==> config.mk <==
export PLATFORM = sky130hd
export DESIGN_NAME = wb_master_bridge_flat
export DESIGN_NICKNAME = d
export VERILOG_FILES = /design/src/rtl/wb_master_bridge_if.sv /design/src/rtl/wb_master_bridge.sv /design/src/flat_wrapper.sv
export SDC_FILE = /design/constraint.sdc
export NUM_CORES = 1
export LEC_CHECK = 0
export CAP_MARGIN = 20
export CORE_MARGIN = 2
export CORE_UTILIZATION = 38
export CTS_CLUSTER_SIZE = 8
export DETAILED_ROUTE_END_ITERATION = 10
export HOLD_SLACK_MARGIN = 0.02
export PLACE_DENSITY = 0.85
export SLEW_MARGIN = 10
export SYNTH_ARGS = -nofsm -noshare
export SYNTH_HDL_FRONTEND = slang
export SYNTH_SLANG_ARGS = --single-unit
==> constraint.sdc <==
create_clock -name clk_i -period 1.96 [get_ports clk_i]
set_clock_uncertainty 0.15 [all_clocks]
set_input_delay 0.294 -clock clk_i [delete_from_list [all_inputs] [get_ports clk_i]]
set_output_delay 0.294 -clock clk_i [all_outputs]
set_load 0.005 [all_outputs]
==> src/rtl/wb_master_bridge_if.sv <==
// Command/response stream plus Wishbone classic bus bundle for wb_master_bridge.
// master: the bridge's view. slave: the requester/responder environment's view.
interface wb_master_bridge_if #(
  parameter int WB_DATA_WIDTH = 32,
  parameter int WB_ADDR_WIDTH = 32,
  parameter int WB_SEL_WIDTH  = 4
);
  // command stream
  logic                     cmd_valid_i;
  logic                     cmd_ready_o;
  logic [WB_ADDR_WIDTH-1:0] cmd_addr_i;
  logic [WB_DATA_WIDTH-1:0] cmd_data_i;
  logic                     cmd_we_i;
  logic [WB_SEL_WIDTH-1:0]  cmd_sel_i;
  // response stream
  logic                     rsp_valid_o;
  logic                     rsp_ready_i;
  logic [WB_DATA_WIDTH-1:0] rsp_data_o;
  logic                     rsp_err_o;
  // wishbone bus
  logic [WB_ADDR_WIDTH-1:0] wb_addr_o;
  logic [WB_DATA_WIDTH-1:0] wb_data_o;
  logic                     wb_we_o;
  logic [WB_SEL_WIDTH-1:0]  wb_sel_o;
  logic                     wb_cyc_o;
  logic                     wb_stb_o;
  logic [WB_DATA_WIDTH-1:0] wb_data_i;
  logic                     wb_ack_i;
  // status
  logic                     busy_o;

  modport master (
    input  cmd_valid_i, cmd_addr_i, cmd_data_i, cmd_we_i, cmd_sel_i,
    input  rsp_ready_i, wb_data_i, wb_ack_i,
    output cmd_ready_o, rsp_valid_o, rsp_data_o, rsp_err_o,
    output wb_addr_o, wb_data_o, wb_we_o, wb_sel_o, wb_cyc_o, wb_stb_o,
    output busy_o
  );

  modport slave (
    output cmd_valid_i, cmd_addr_i, cmd_data_i, cmd_we_i, cmd_sel_i,
    output rsp_ready_i, wb_data_i, wb_ack_i,
    input  cmd_ready_o, rsp_valid_o, rsp_data_o, rsp_err_o,
    input  wb_addr_o, wb_data_o, wb_we_o, wb_sel_o, wb_cyc_o, wb_stb_o,
    input  busy_o
  );
endinterface

==> src/rtl/wb_master_bridge.sv <==
// Wishbone classic single-transfer initiator: one command in, one bus cycle,
// one response out (read data or timeout error). All outputs are registered.
module wb_master_bridge #(
  parameter int WB_DATA_WIDTH  = 32,
  parameter int WB_ADDR_WIDTH  = 32,
  parameter int WB_SEL_WIDTH   = 4,
  parameter int TIMEOUT_CYCLES = 255
) (
  input  logic                clk_i,
  input  logic                rst_n_i,
  wb_master_bridge_if.master  bus
);

  typedef enum logic [1:0] {IDLE, BUS, RESP} state_e;

  // Timeout fires on the edge where the counter reaches TIMEOUT_CYCLES-1,
  // which leaves cyc high for exactly TIMEOUT_CYCLES cycles.
  localparam bit          TO_EN   = (TIMEOUT_CYCLES != 0);
  localparam logic [15:0] TO_LAST = TO_EN ? 16'(TIMEOUT_CYCLES - 1) : 16'd0;

  state_e                   state_q, state_d;
  logic [15:0]              cnt_q, cnt_d;
  logic                     cmd_ready_q, cmd_ready_d;
  logic                     rsp_valid_q, rsp_valid_d;
  logic                     rsp_err_q, rsp_err_d;
  logic [WB_DATA_WIDTH-1:0] rsp_data_q, rsp_data_d;
  logic                     cyc_q, cyc_d;
  logic                     we_q, we_d;
  logic [WB_ADDR_WIDTH-1:0] addr_q, addr_d;
  logic [WB_DATA_WIDTH-1:0] wdata_q, wdata_d;
  logic [WB_SEL_WIDTH-1:0]  sel_q, sel_d;
  logic                     busy_q, busy_d;

  // State and output registers; reset drops cyc asynchronously.
  always_ff @(posedge clk_i or negedge rst_n_i) begin
    if (!rst_n_i) begin
      state_q     <= IDLE;
      cnt_q       <= '0;
      cmd_ready_q <= 1'b0;
      rsp_valid_q <= 1'b0;
      rsp_err_q   <= 1'b0;
      rsp_data_q  <= '0;
      cyc_q       <= 1'b0;
      we_q        <= 1'b0;
      addr_q      <= '0;
      wdata_q     <= '0;
      sel_q       <= '0;
      busy_q      <= 1'b0;
    end else begin
      state_q     <= state_d;
      cnt_q       <= cnt_d;
      cmd_ready_q <= cmd_ready_d;
      rsp_valid_q <= rsp_valid_d;
      rsp_err_q   <= rsp_err_d;
      rsp_data_q  <= rsp_data_d;
      cyc_q       <= cyc_d;
      we_q        <= we_d;
      addr_q      <= addr_d;
      wdata_q     <= wdata_d;
      sel_q       <= sel_d;
      busy_q      <= busy_d;
    end
  end

  // Next-state and next-output logic; everything holds unless a case changes it.
  always_comb begin
    state_d     = state_q;
    cnt_d       = cnt_q;
    cmd_ready_d = cmd_ready_q;
    rsp_valid_d = rsp_valid_q;
    rsp_err_d   = rsp_err_q;
    rsp_data_d  = rsp_data_q;
    cyc_d       = cyc_q;
    we_d        = we_q;
    addr_d      = addr_q;
    wdata_d     = wdata_q;
    sel_d       = sel_q;
    unique case (state_q)
      IDLE: begin
        // ready comes up on the first edge after reset release
        cmd_ready_d = 1'b1;
        if (bus.cmd_valid_i && cmd_ready_q) begin
          addr_d      = bus.cmd_addr_i;
          wdata_d     = bus.cmd_data_i;
          we_d        = bus.cmd_we_i;
          sel_d       = bus.cmd_sel_i;
          cyc_d       = 1'b1;
          cnt_d       = '0;
          cmd_ready_d = 1'b0;
          state_d     = BUS;
        end
      end
      BUS: begin
        if (bus.wb_ack_i) begin
          // ack beats a coincident timeout
          cyc_d       = 1'b0;
          rsp_data_d  = we_q ? '0 : bus.wb_data_i;
          rsp_err_d   = 1'b0;
          rsp_valid_d = 1'b1;
          state_d     = RESP;
        end else if (TO_EN && (cnt_q == TO_LAST)) begin
          cyc_d       = 1'b0;
          rsp_data_d  = '0;
          rsp_err_d   = 1'b1;
          rsp_valid_d = 1'b1;
          state_d     = RESP;
        end else if (cnt_q != 16'hFFFF) begin
          cnt_d = cnt_q + 16'd1;
        end
      end
      RESP: begin
        if (rsp_valid_q && bus.rsp_ready_i) begin
          rsp_valid_d = 1'b0;
          cmd_ready_d = 1'b1;
          state_d     = IDLE;
        end
      end
      default: state_d = IDLE;
    endcase
    busy_d = (state_d != IDLE);
  end

  assign bus.cmd_ready_o = cmd_ready_q;
  assign bus.rsp_valid_o = rsp_valid_q;
  assign bus.rsp_err_o   = rsp_err_q;
  assign bus.rsp_data_o  = rsp_data_q;
  assign bus.wb_cyc_o    = cyc_q;
  assign bus.wb_stb_o    = cyc_q;
  assign bus.wb_we_o     = we_q;
  assign bus.wb_addr_o   = addr_q;
  assign bus.wb_data_o   = wdata_q;
  assign bus.wb_sel_o    = sel_q;
  assign bus.busy_o      = busy_q;

endmodule
==> src/flat_wrapper.sv <==
// flat-port wrapper written by rule: the top's interface ports become plain ports
module wb_master_bridge_flat 
#(
  parameter int WB_DATA_WIDTH  = 32,
  parameter int WB_ADDR_WIDTH  = 32,
  parameter int WB_SEL_WIDTH   = 4,
  parameter int TIMEOUT_CYCLES = 255
)
  (clk_i, rst_n_i, bus_cmd_valid_i, bus_cmd_addr_i, bus_cmd_data_i, bus_cmd_we_i, bus_cmd_sel_i, bus_rsp_ready_i, bus_wb_data_i, bus_wb_ack_i, bus_cmd_ready_o, bus_rsp_valid_o, bus_rsp_data_o, bus_rsp_err_o, bus_wb_addr_o, bus_wb_data_o, bus_wb_we_o, bus_wb_sel_o, bus_wb_cyc_o, bus_wb_stb_o, bus_busy_o);
  wb_master_bridge_if #(.WB_DATA_WIDTH(WB_DATA_WIDTH), .WB_ADDR_WIDTH(WB_ADDR_WIDTH), .WB_SEL_WIDTH(WB_SEL_WIDTH)) bus_i ();
  input  logic clk_i;
  input  logic rst_n_i;
  input wire logic [$bits(bus_i.cmd_valid_i)-1:0] bus_cmd_valid_i;
  input wire logic [$bits(bus_i.cmd_addr_i)-1:0] bus_cmd_addr_i;
  input wire logic [$bits(bus_i.cmd_data_i)-1:0] bus_cmd_data_i;
  input wire logic [$bits(bus_i.cmd_we_i)-1:0] bus_cmd_we_i;
  input wire logic [$bits(bus_i.cmd_sel_i)-1:0] bus_cmd_sel_i;
  input wire logic [$bits(bus_i.rsp_ready_i)-1:0] bus_rsp_ready_i;
  input wire logic [$bits(bus_i.wb_data_i)-1:0] bus_wb_data_i;
  input wire logic [$bits(bus_i.wb_ack_i)-1:0] bus_wb_ack_i;
  output wire logic [$bits(bus_i.cmd_ready_o)-1:0] bus_cmd_ready_o;
  output wire logic [$bits(bus_i.rsp_valid_o)-1:0] bus_rsp_valid_o;
  output wire logic [$bits(bus_i.rsp_data_o)-1:0] bus_rsp_data_o;
  output wire logic [$bits(bus_i.rsp_err_o)-1:0] bus_rsp_err_o;
  output wire logic [$bits(bus_i.wb_addr_o)-1:0] bus_wb_addr_o;
  output wire logic [$bits(bus_i.wb_data_o)-1:0] bus_wb_data_o;
  output wire logic [$bits(bus_i.wb_we_o)-1:0] bus_wb_we_o;
  output wire logic [$bits(bus_i.wb_sel_o)-1:0] bus_wb_sel_o;
  output wire logic [$bits(bus_i.wb_cyc_o)-1:0] bus_wb_cyc_o;
  output wire logic [$bits(bus_i.wb_stb_o)-1:0] bus_wb_stb_o;
  output wire logic [$bits(bus_i.busy_o)-1:0] bus_busy_o;
  assign bus_i.cmd_valid_i = bus_cmd_valid_i;
  assign bus_i.cmd_addr_i = bus_cmd_addr_i;
  assign bus_i.cmd_data_i = bus_cmd_data_i;
  assign bus_i.cmd_we_i = bus_cmd_we_i;
  assign bus_i.cmd_sel_i = bus_cmd_sel_i;
  assign bus_i.rsp_ready_i = bus_rsp_ready_i;
  assign bus_i.wb_data_i = bus_wb_data_i;
  assign bus_i.wb_ack_i = bus_wb_ack_i;
  assign bus_cmd_ready_o = bus_i.cmd_ready_o;
  assign bus_rsp_valid_o = bus_i.rsp_valid_o;
  assign bus_rsp_data_o = bus_i.rsp_data_o;
  assign bus_rsp_err_o = bus_i.rsp_err_o;
  assign bus_wb_addr_o = bus_i.wb_addr_o;
  assign bus_wb_data_o = bus_i.wb_data_o;
  assign bus_wb_we_o = bus_i.wb_we_o;
  assign bus_wb_sel_o = bus_i.wb_sel_o;
  assign bus_wb_cyc_o = bus_i.wb_cyc_o;
  assign bus_wb_stb_o = bus_i.wb_stb_o;
  assign bus_busy_o = bus_i.busy_o;
  wb_master_bridge #(.WB_DATA_WIDTH(WB_DATA_WIDTH), .WB_ADDR_WIDTH(WB_ADDR_WIDTH), .WB_SEL_WIDTH(WB_SEL_WIDTH), .TIMEOUT_CYCLES(TIMEOUT_CYCLES)) u_core (.clk_i(clk_i), .rst_n_i(rst_n_i), .bus(bus_i));
endmodule
## Word-level counts from Yosys, hierarchy flattened

Index checks and enable logic that the tools add are counted.

- Register bits: 124
- Input bits: 106
- Output and inout port bits: 107
- Word-level logic and storage cells: 62

- Add/sub/neg operators: 1
- Equality and inequality tests: 10
- Multiplexer cells: 25
- Reductions and logical operators: 14

Operators by type and width:

| cell | count |
|---|---|
| 32-bit two-way mux | 3 |
| 16-bit two-way mux | 4 |
| 16-bit one-hot mux with 2 select lines | 1 |
| 16-bit by 1-bit adder with 16-bit output (second input constant) | 1 |
| 16-bit by 8-bit == test with 1-bit output (second input constant) | 1 |
| 16-bit inequality test (second input constant) | 1 |
| 2-bit nonzero test | 5 |
| 1-bit two-way mux | 9 |
| 2-bit two-way mux | 4 |
| 2-bit by 1-bit inequality test with 1-bit output (second input constant) | 3 |
| 1-bit one-hot mux with 2 select lines | 3 |
| 2-bit one-hot mux with 3 select lines | 1 |
| 2-bit AND reduction | 3 |
| 3-bit AND reduction | 2 |
| 5-bit AND reduction | 1 |
| 2-bit inequality test (second input constant) | 2 |
| 3-bit by 2-bit inequality test with 1-bit output (second input constant) | 1 |
| 2-bit by 1-bit == test with 1-bit output (second input constant) | 1 |
| 2-bit == test (second input constant) | 1 |
| 1-bit logical AND | 2 |
| 2-bit logical NOT | 1 |

## Logic depth before layout (Yosys ltp)

Gate-level depths: netlist of the first run.

- Word-level depth: 5
- Depth in mapped cells: 9
- Depth with buffers taken out: 7

## Least setup slack after synthesis of the first run

No wires, ideal clock.

- Kind: register to register
- Start: register u_core.cnt_q[0]
- End: register u_core.cnt_q[12]
- Setup time: 0.124 ns
- Arrival: 1.893 ns
- Data required time: 1.686 ns
- Slack: -0.207 ns
- Stages on the path, launching flop included: 9
- Buffers on the path: 1
- Period minus slack after synthesis: 2.167 ns
- Cell sequence: dfrtp_1 > inv_1 > ha_1 > nand4b_1 > nor4_4 > o21a_1 > buf_6 > or3_2 > a211o_1

- Word-level cells in the longest chain between the ends: 5
- Elaborated cells on any way between the ends: 10
- Classes of those cells: add/sub (1); eq/ne (4); mux (4); reduce/logical (1)

Ends and longest elaborated chain:

| element | line | source |
|---|---|---|
| from (decl) | wb_master_bridge.sv:22 | `logic [15:0] cnt_q, cnt_d;` |
| from (signal assigned) | wb_master_bridge.sv:51 | `cnt_q <= cnt_d;` |
| 16-bit by 1-bit adder with 16-bit output | wb_master_bridge.sv:108 | `cnt_d = cnt_q + 16'd1;` |
| 16-bit two-way mux | wb_master_bridge.sv:107 | `end else if (cnt_q != 16'hFFFF) begin` |
| 16-bit two-way mux | wb_master_bridge.sv:101 | `end else if (TO_EN && (cnt_q == TO_LAST)) begin` |
| 16-bit two-way mux | wb_master_bridge.sv:94 | `if (bus.wb_ack_i) begin` |
| 16-bit one-hot mux with 2 select lines | wb_master_bridge.sv:78 | `unique case (state_q)` |

Several ways; a longest one is shown, not always the timed one. The select of a mux whose other input is x is not followed.
A chain may end at the register's enable or synchronous reset.

## Final worst setup path of the first run

- Start: register u_core.cnt_q[12]
- End: register u_core.cnt_q[4]

- Word-level cells in the longest chain between the ends: 3
- Elaborated cells on any way between the ends: 5
- Classes of those cells: eq/ne (4); reduce/logical (1)

Ends and longest elaborated chain:

| element | line |
|---|---|
| 16-bit by 8-bit == test with 1-bit output or 16-bit inequality test (tied branches) | wb_master_bridge.sv:101, wb_master_bridge.sv:107 |
| 2-bit inequality test (no source line) or 2-bit by 1-bit inequality test with 1-bit output (tied branches) | - |
| 5-bit AND reduction (no source line) * | - |

Mark *: on every way between the ends. The rest lies on a longest branch, timed or not.

==> flow_summary.json, run 1 <==
{
  "outcome": "finished with violations",
  "violations": "setup timing",
  "hold_class": "input pin to async pin",
  "first_global_vias": 4706,
  "hpwlAfterDp_mm": 10.5,
  "switching_share_pct": 27.7,
  "syn_nets": 494,
  "wirelength_mm": 15.0,
  "fin_nets": 764,
  "num_rows": 41,
  "cts-root-buf": "clkbuf_16",
  "cp.arrival_ps": 2290,
  "synth_most_common_cell": "dfrtp_1",
  "async_flop_share_pct": 100,
  "power_density_nw_per_um2": 1500,
  "drt_iter0_drc": 138,
  "crit_family": "simple AND/OR/NAND/NOR gates",
  "detailed_place.area_sq_um": 7680,
  "power.switching_mw": 3.60,
  "cp_max_fo": 6,
  "netlist_top_cells_area": "dfrtp_1, mux2_2, a22o_1",
  "report.final.slew_viol_count": 0,
  "die_w_um": 119,
  "hold_violations": 0,
  "preCtsSetupSlack_ps": -223,
  "synthDistinctLibCells": 40,
  "clockBufferDepth": 2,
  "avgSynthCellArea_sq_um": 13.0,
  "num_antenna_cells": 0,
  "antenna_found_initial": 0,
  "slowest_stage": "or4_4",
  "grtUsageTotal_pct": 21.5,
  "firstDrtPassIters": 5,
  "cts_sinks": 124,
  "ys.flop_type": "dfrtp_1",
  "slew_headroom_pct": 70.0,
  "worstMarginPinSlew_ps": 447,
  "core_sq_um": 12800,
  "layout.cells.non_filler": 841,
  "p_int_mw": 9.38,
  "clk_latency_ps": 420,
  "p_comb_share_pct": 40.1,
  "syn-cell-area_sq_um": 5020,
  "wl_per_cell_um": 17.8,
  "yosys.area.top_type": "dfrtp_1",
  "die-area_sq_um": 14100,
  "grt_pass1_wl_mm": 23.6,
  "place_congestion": 0.915,
  "final.min_clock_period_ps": 2150,
  "max_freq_ghz": 0.466,
  "vias": 4239,
  "start_util_pct": 39.3,
  "period_share_pct": 110,
  "vdd_drop_max_v": 0.00111,
  "overflow": 0,
  "clkPwrFrac_pct": 26.7,
  "io_pins": 213,
  "ant_nets": 0,
  "h-tree-depth": 4,
  "path_class": "flip-flop to flip-flop",
  "avgViaCountPerCell": 5.04,
  "cpPeakStageDelay_ps": 550,
  "worstSetupStartpointType": "flip-flop",
  "maxCapViolCount": 0,
  "seq_power_share_pct": 33.1,
  "hold_ws_ps": 117,
  "synth-edff-count": 0,
  "synth_commonest_cells": "dfrtp_1, mux2_2, nand2_1",
  "drive_gt1_share_pct": 29.9,
  "cp-end-kind": "flip-flop",
  "yosys_warnings": 0,
  "p_leak_nw": 3.70,
  "ys_seq_elements": 124,
  "synthesis.instances": 386,
  "required_ps": 2100,
  "place_inst": 801,
  "cts_tree": "done",
  "syn_to_final_growth_pct": 72.3,
  "path_buf_inv": 2,
  "rsz0062_at_grt": "true",
  "setup_viol": 50,
  "final_area_sq_um": 8650,
  "drc": 0,
  "cpMostUsedCell": "a31oi_1",
  "synth_top_area_share_pct": 61.8,
  "ys_seq_area_share_pct": 61.8,
  "setup_ws_ps": -188,
  "worstPathCellList": "or4_4 > nor4_4 > buf_4 > o21ai_4 > buf_6 > a31oi_1 > a31oi_1",
  "clk_pin_slew_ps": 60,
  "dieHeight_um": 119,
  "numCtsBuffers": 17,
  "grt_max_degree": 59,
  "port_buffers": 212,
  "final_core_util_pct": 67.7
}
-- cells by family after synthesis --
kind of cell / Yosys count / synth area share (%)
buffers and inverters: 26 / 2.89
flip-flops: 124 / 61.8
AO/OA/AOI/OAI: 59 / 8.40
AND/OR/NAND/NOR: 106 / 10.9
adder cells (fa/ha/maj): 2 / 0.498
multiplexers: 69 / 15.5
-- worst reg2reg max path, stage by stage, from the launching register on --
cell,delay [ps]
dfrtp_1,370
or4_4,550
nor4_4,250
buf_4,200
o21ai_4,100
buf_6,150
a31oi_1,160
a31oi_1,80
-- per-layer routing --
| metal | share of wire, % | global-route usage [%] | up-vias |
|---|---|---|---|
| met5 | 0 | 0 | - |
| met4 | 2.0 | 8.71 | 0 |
| met3 | 9.2 | 9.29 | 23 |
| met2 | 52 | 36.5 | 185 |
| met1 | 37 | 23.7 | 2092 |
| li1 | - | - | 1939 |
-- layout by cell type (no fill, tap or decap), drive strengths merged, types with 4 or more instances in the layout --
master         Yosys  layout
nor2               9       9
dfrtp            124     124
o21a               5       5
and3               6       6
a31oi              7       7
nand2             38      38
clkdlybuf4s50      0     211
clkbuf            10      20
or3                5       5
o21ai              5       5
bufinv             0       5
inv                5       6
a22o              19      19
nand3             22      22
clkinvlp           0       4
a21oi             14      14
buf               11      59
nor3               9       9
mux2              69      69
-- state kept, by name, summed over array words and instances, names as in the netlist, 2 cells and up --
signal and cells:
u_core.cnt_q 16, u_core.bus.wb_data_o 32, u_core.bus.wb_sel_o 4, u_core.bus.wb_addr_o 32
u_core.state_q 2, u_core.bus.rsp_data_o 32
-- power groups by stage --
| stage | Clock, mW | Combinational, mW | Sequential (mW) |
|---|---|---|---|
| 6_report | 3.47 | 5.21 | 4.30 |
| 2_1_floorplan | 0 | 1.76 | 4.34 |
| 3_5_place_dp | 0 | 4.94 | 4.34 |
| 3_3_place_gp | 0 | 4.80 | 4.26 |
| 5_1_grt | 3.67 | 5.57 | 4.44 |
| 4_1_cts | 3.54 | 5.10 | 4.32 |
-- area by class of cell --
type                            count  area, sq um
Multi-Input combinational cell    236         1960
Clock buffer                       19          443
Inverter                            5         18.8
Tap cell                          172          215
Timing Repair Buffer              272         2700
Clock inverter                     13          215
Fill cell                         896         4120
Sequential cell                   124         3100
-- stage by stage --
step / total power [mW] / setup TNS, ps
2_1_floorplan: 6.10 / -653
3_3_place_gp: 9.06 / -9810
3_5_place_dp: 9.27 / -12920
4_1_cts: 13.0 / -5590
5_1_grt: 13.7 / -8970
6_report: 13.0 / -6190
-- worst paths after layout --
path,slack [ps],start,to,cells past startpoint
max,-190,u_core.cnt_q[12],u_core.cnt_q[4],7
min,120,rst_n_i,u_core.bus.wb_addr_o[3],2
max reg2reg,-190,u_core.cnt_q[12],u_core.cnt_q[4],7
min reg2reg,320,u_core.bus.rsp_data_o[15],u_core.bus.rsp_data_o[15],2
max in group asynchronous,950,rst_n_i,u_core.bus.rsp_data_o[15],3
min in group clk_i,280,bus_wb_data_i[17],u_core.bus.rsp_data_o[17],3
-- what timing repair did --
action                                 in CTS  in global routing
setup buffers                               2                  1
setup endpoints to repair                  51                 52
gates cloned                                3                  1
hold buffers                                1                  0
pin swaps                                   5                 30
endpoints found under the hold margin     124                  0
gates resized for setup                    23                 31
No activity file was read; power rests on OpenSTA's default activity.
==> run 2: changes to the inputs <==
CORE_ASPECT_RATIO = 0.6   (was unset)
==> run 2 against run 1 <==
Against the previous run:
- the flow still finishes with violations (setup timing)
- die area up 0.21%
- sequential cell count is the same
- fmax down 1.8%
- global-route usage shrank 0.52 points
- cell count fell by 1.5%
==> flow_summary.json, run 2 (synthesis results as in run 1) <==
{
  "switching_share_pct": 28.1,
  "core_sq_um": 12900,
  "p_leak_nw": 3.67,
  "cp.arrival_ps": 2300,
  "vdd_drop_max_v": 0.000779,
  "total_power_mw": 12.8,
  "hold_violations": 0,
  "hold_ws_ps": 287,
  "numCtsBuffers": 17,
  "final_common_cell": "clkdlybuf4s50_1",
  "outcome": "finished with violations",
  "die-area_sq_um": 14200,
  "grt_max_degree": 125,
  "preCtsSetupSlack_ps": -201,
  "power_density_nw_per_um2": 1500,
  "avgViaCountPerCell": 5.08,
  "grt_use_met2_pct": 34.0,
  "slew_headroom_pct": 53.4,
  "cts_sinks": 124,
  "hold_class": "input pin to flip-flop",
  "crit_path_end": "u_core.cnt_q[6]",
  "wirelength_mm": 15.2,
  "drive_gt1_share_pct": 27.5,
  "path_class": "flip-flop to flip-flop",
  "period_share_pct": 112,
  "required_ps": 2070,
  "p_int_mw": 9.19,
  "seq_power_share_pct": 33.6,
  "num_rows": 32,
  "die_w_um": 152,
  "final_area_sq_um": 8530,
  "hpwlAfterDp_mm": 10.2,
  "max_freq_ghz": 0.457,
  "clkPwrFrac_pct": 26.0,
  "p_comb_share_pct": 40.3,
  "grt_pass1_wl_mm": 23.4,
  "worstMarginPinSlew_ps": 700,
  "place_congestion": 0.857,
  "mostFrequentLayoutCells": "clkdlybuf4s50_1, dfrtp_1, mux2_2",
  "firstDrtPassIters": 5,
  "detailed_place.area_sq_um": 7610,
  "worstRegToRegCells": 7,
  "worstSetupStartpointType": "flip-flop",
  "top_usage_layer": "met2",
  "crit_start": "u_core.cnt_q[12]",
  "grt_use_met1_pct": 26.8,
  "reg2reg_from": "u_core.cnt_q[12]",
  "drc": 0,
  "report.final.slew_viol_count": 0,
  "min-delay-start": "bus_wb_data_i[19]",
  "r2r_slack_ps": -230,
  "grtUsageTotal_pct": 21.0,
  "clk_latency_ps": 400,
  "violations": "setup timing",
  "cp_max_fo": 4,
  "fin_nets": 754,
  "num_antenna_cells": 0,
  "vias": 4208,
  "use_met3_pct": 7.83,
  "cp-end-kind": "flip-flop",
  "rsz0062_at_grt": "true",
  "io_pins": 213,
  "first_global_vias": 4482,
  "maxCapViolCount": 0,
  "dieHeight_um": 93.0,
  "clk_pin_slew_ps": 60,
  "overflow": 0,
  "setup_viol": 51,
  "drt_iter0_drc": 325,
  "power.switching_mw": 3.60,
  "cts-root-buf": "clkbuf_16",
  "cts_tree": "done",
  "port_buffers": 212,
  "whs_path_depth": 3,
  "antenna_found_initial": 0,
  "syn_to_final_growth_pct": 69.9,
  "ant_nets": 0,
  "setup_ws_ps": -227,
  "wl_per_cell_um": 18.4,
  "h-tree-depth": 4,
  "clockBufferDepth": 2,
  "final.min_clock_period_ps": 2190,
  "r2r_end": "u_core.cnt_q[6]",
  "start_util_pct": 39.1
}
## run 2: cell types whose count changed in the layout (fill, tap and decap cells not counted), moves of 2 or more
cell | previous run | this run
nand3_1 | 6 | 16
nand3_2 | 16 | 6
buf_6 | 10 | 4
buf_4 | 42 | 37
clkinvlp_4 | 4 | 1
buf_12 | 5 | 7
clkinv_2 | 0 | 2
o41ai_1 | 2 | 0
o41ai_2 | 0 | 2
## run 2: how the worst min path moves through the flow
stage	endpoint
floorplan	u_core.bus.busy_o
global placement	u_core.bus.wb_addr_o[20]
detailed placement	u_core.bus.rsp_data_o[19]
CTS	u_core.bus.rsp_data_o[19]
global route	u_core.bus.rsp_data_o[17]
finish	u_core.bus.rsp_data_o[19]
## run 2: layout make-up
class / instances / area (sq um)
clock buffers: 18 / 439
clock inverters: 13 / 190
fillers: 920 / 4320
inverters: 5 / 18.8
multi-input cells: 236 / 1930
flip-flops and latches: 124 / 3100
well taps: 170 / 213
repair buffers: 262 / 2640
## run 2: critical path, cell delays in order (launching register included)
cell,delay (ps)
dfrtp_1,380
or4_4,570
nor4_4,260
buf_4,180
o21ai_4,90
buf_4,180
nand3_1,110
o211ai_1,120
## run 2: timing repair
| item | 4_1_cts | 5_1_grt |
|---|---|---|
| hold buffers | 1 | 0 |
| endpoints found under the hold margin | 124 | 0 |
| pin swaps | 6 | 4 |
| endpoints found under the setup margin | 50 | 52 |
| cloned | 0 | 2 |
| resized for setup | 21 | 14 |
| setup buffers | 6 | 1 |
## run 2: metrics by stage
step / utilization [%] / cells / TNS [ps]
6_report: 66.4 / 828 / -8000
5_1_grt: 66.4 / 828 / -11660
4_1_cts: 65.2 / 825 / -4620
3_5_place_dp: 59.2 / 788 / -11750
3_3_place_gp: 59.2 / 788 / -5460
2_1_floorplan: - / 386 / -653
## run 2: routing by layer
metal,part of all wire (%),vias to the layer above
met2,48,224
met4,0.93,0
met1,42,2058
li1,-,1911
met3,9.7,15
met5,0,-
## run 2: power groups by stage
stage | Combinational, mW | Clock [mW] | Sequential [mW]
after detailed placement | 4.91 | 0 | 4.33
after CTS | 5.05 | 3.38 | 4.31
after floorplan | 1.76 | 0 | 4.34
after global routing | 5.51 | 3.52 | 4.45
final | 5.16 | 3.33 | 4.30
after global placement | 4.76 | 0 | 4.26
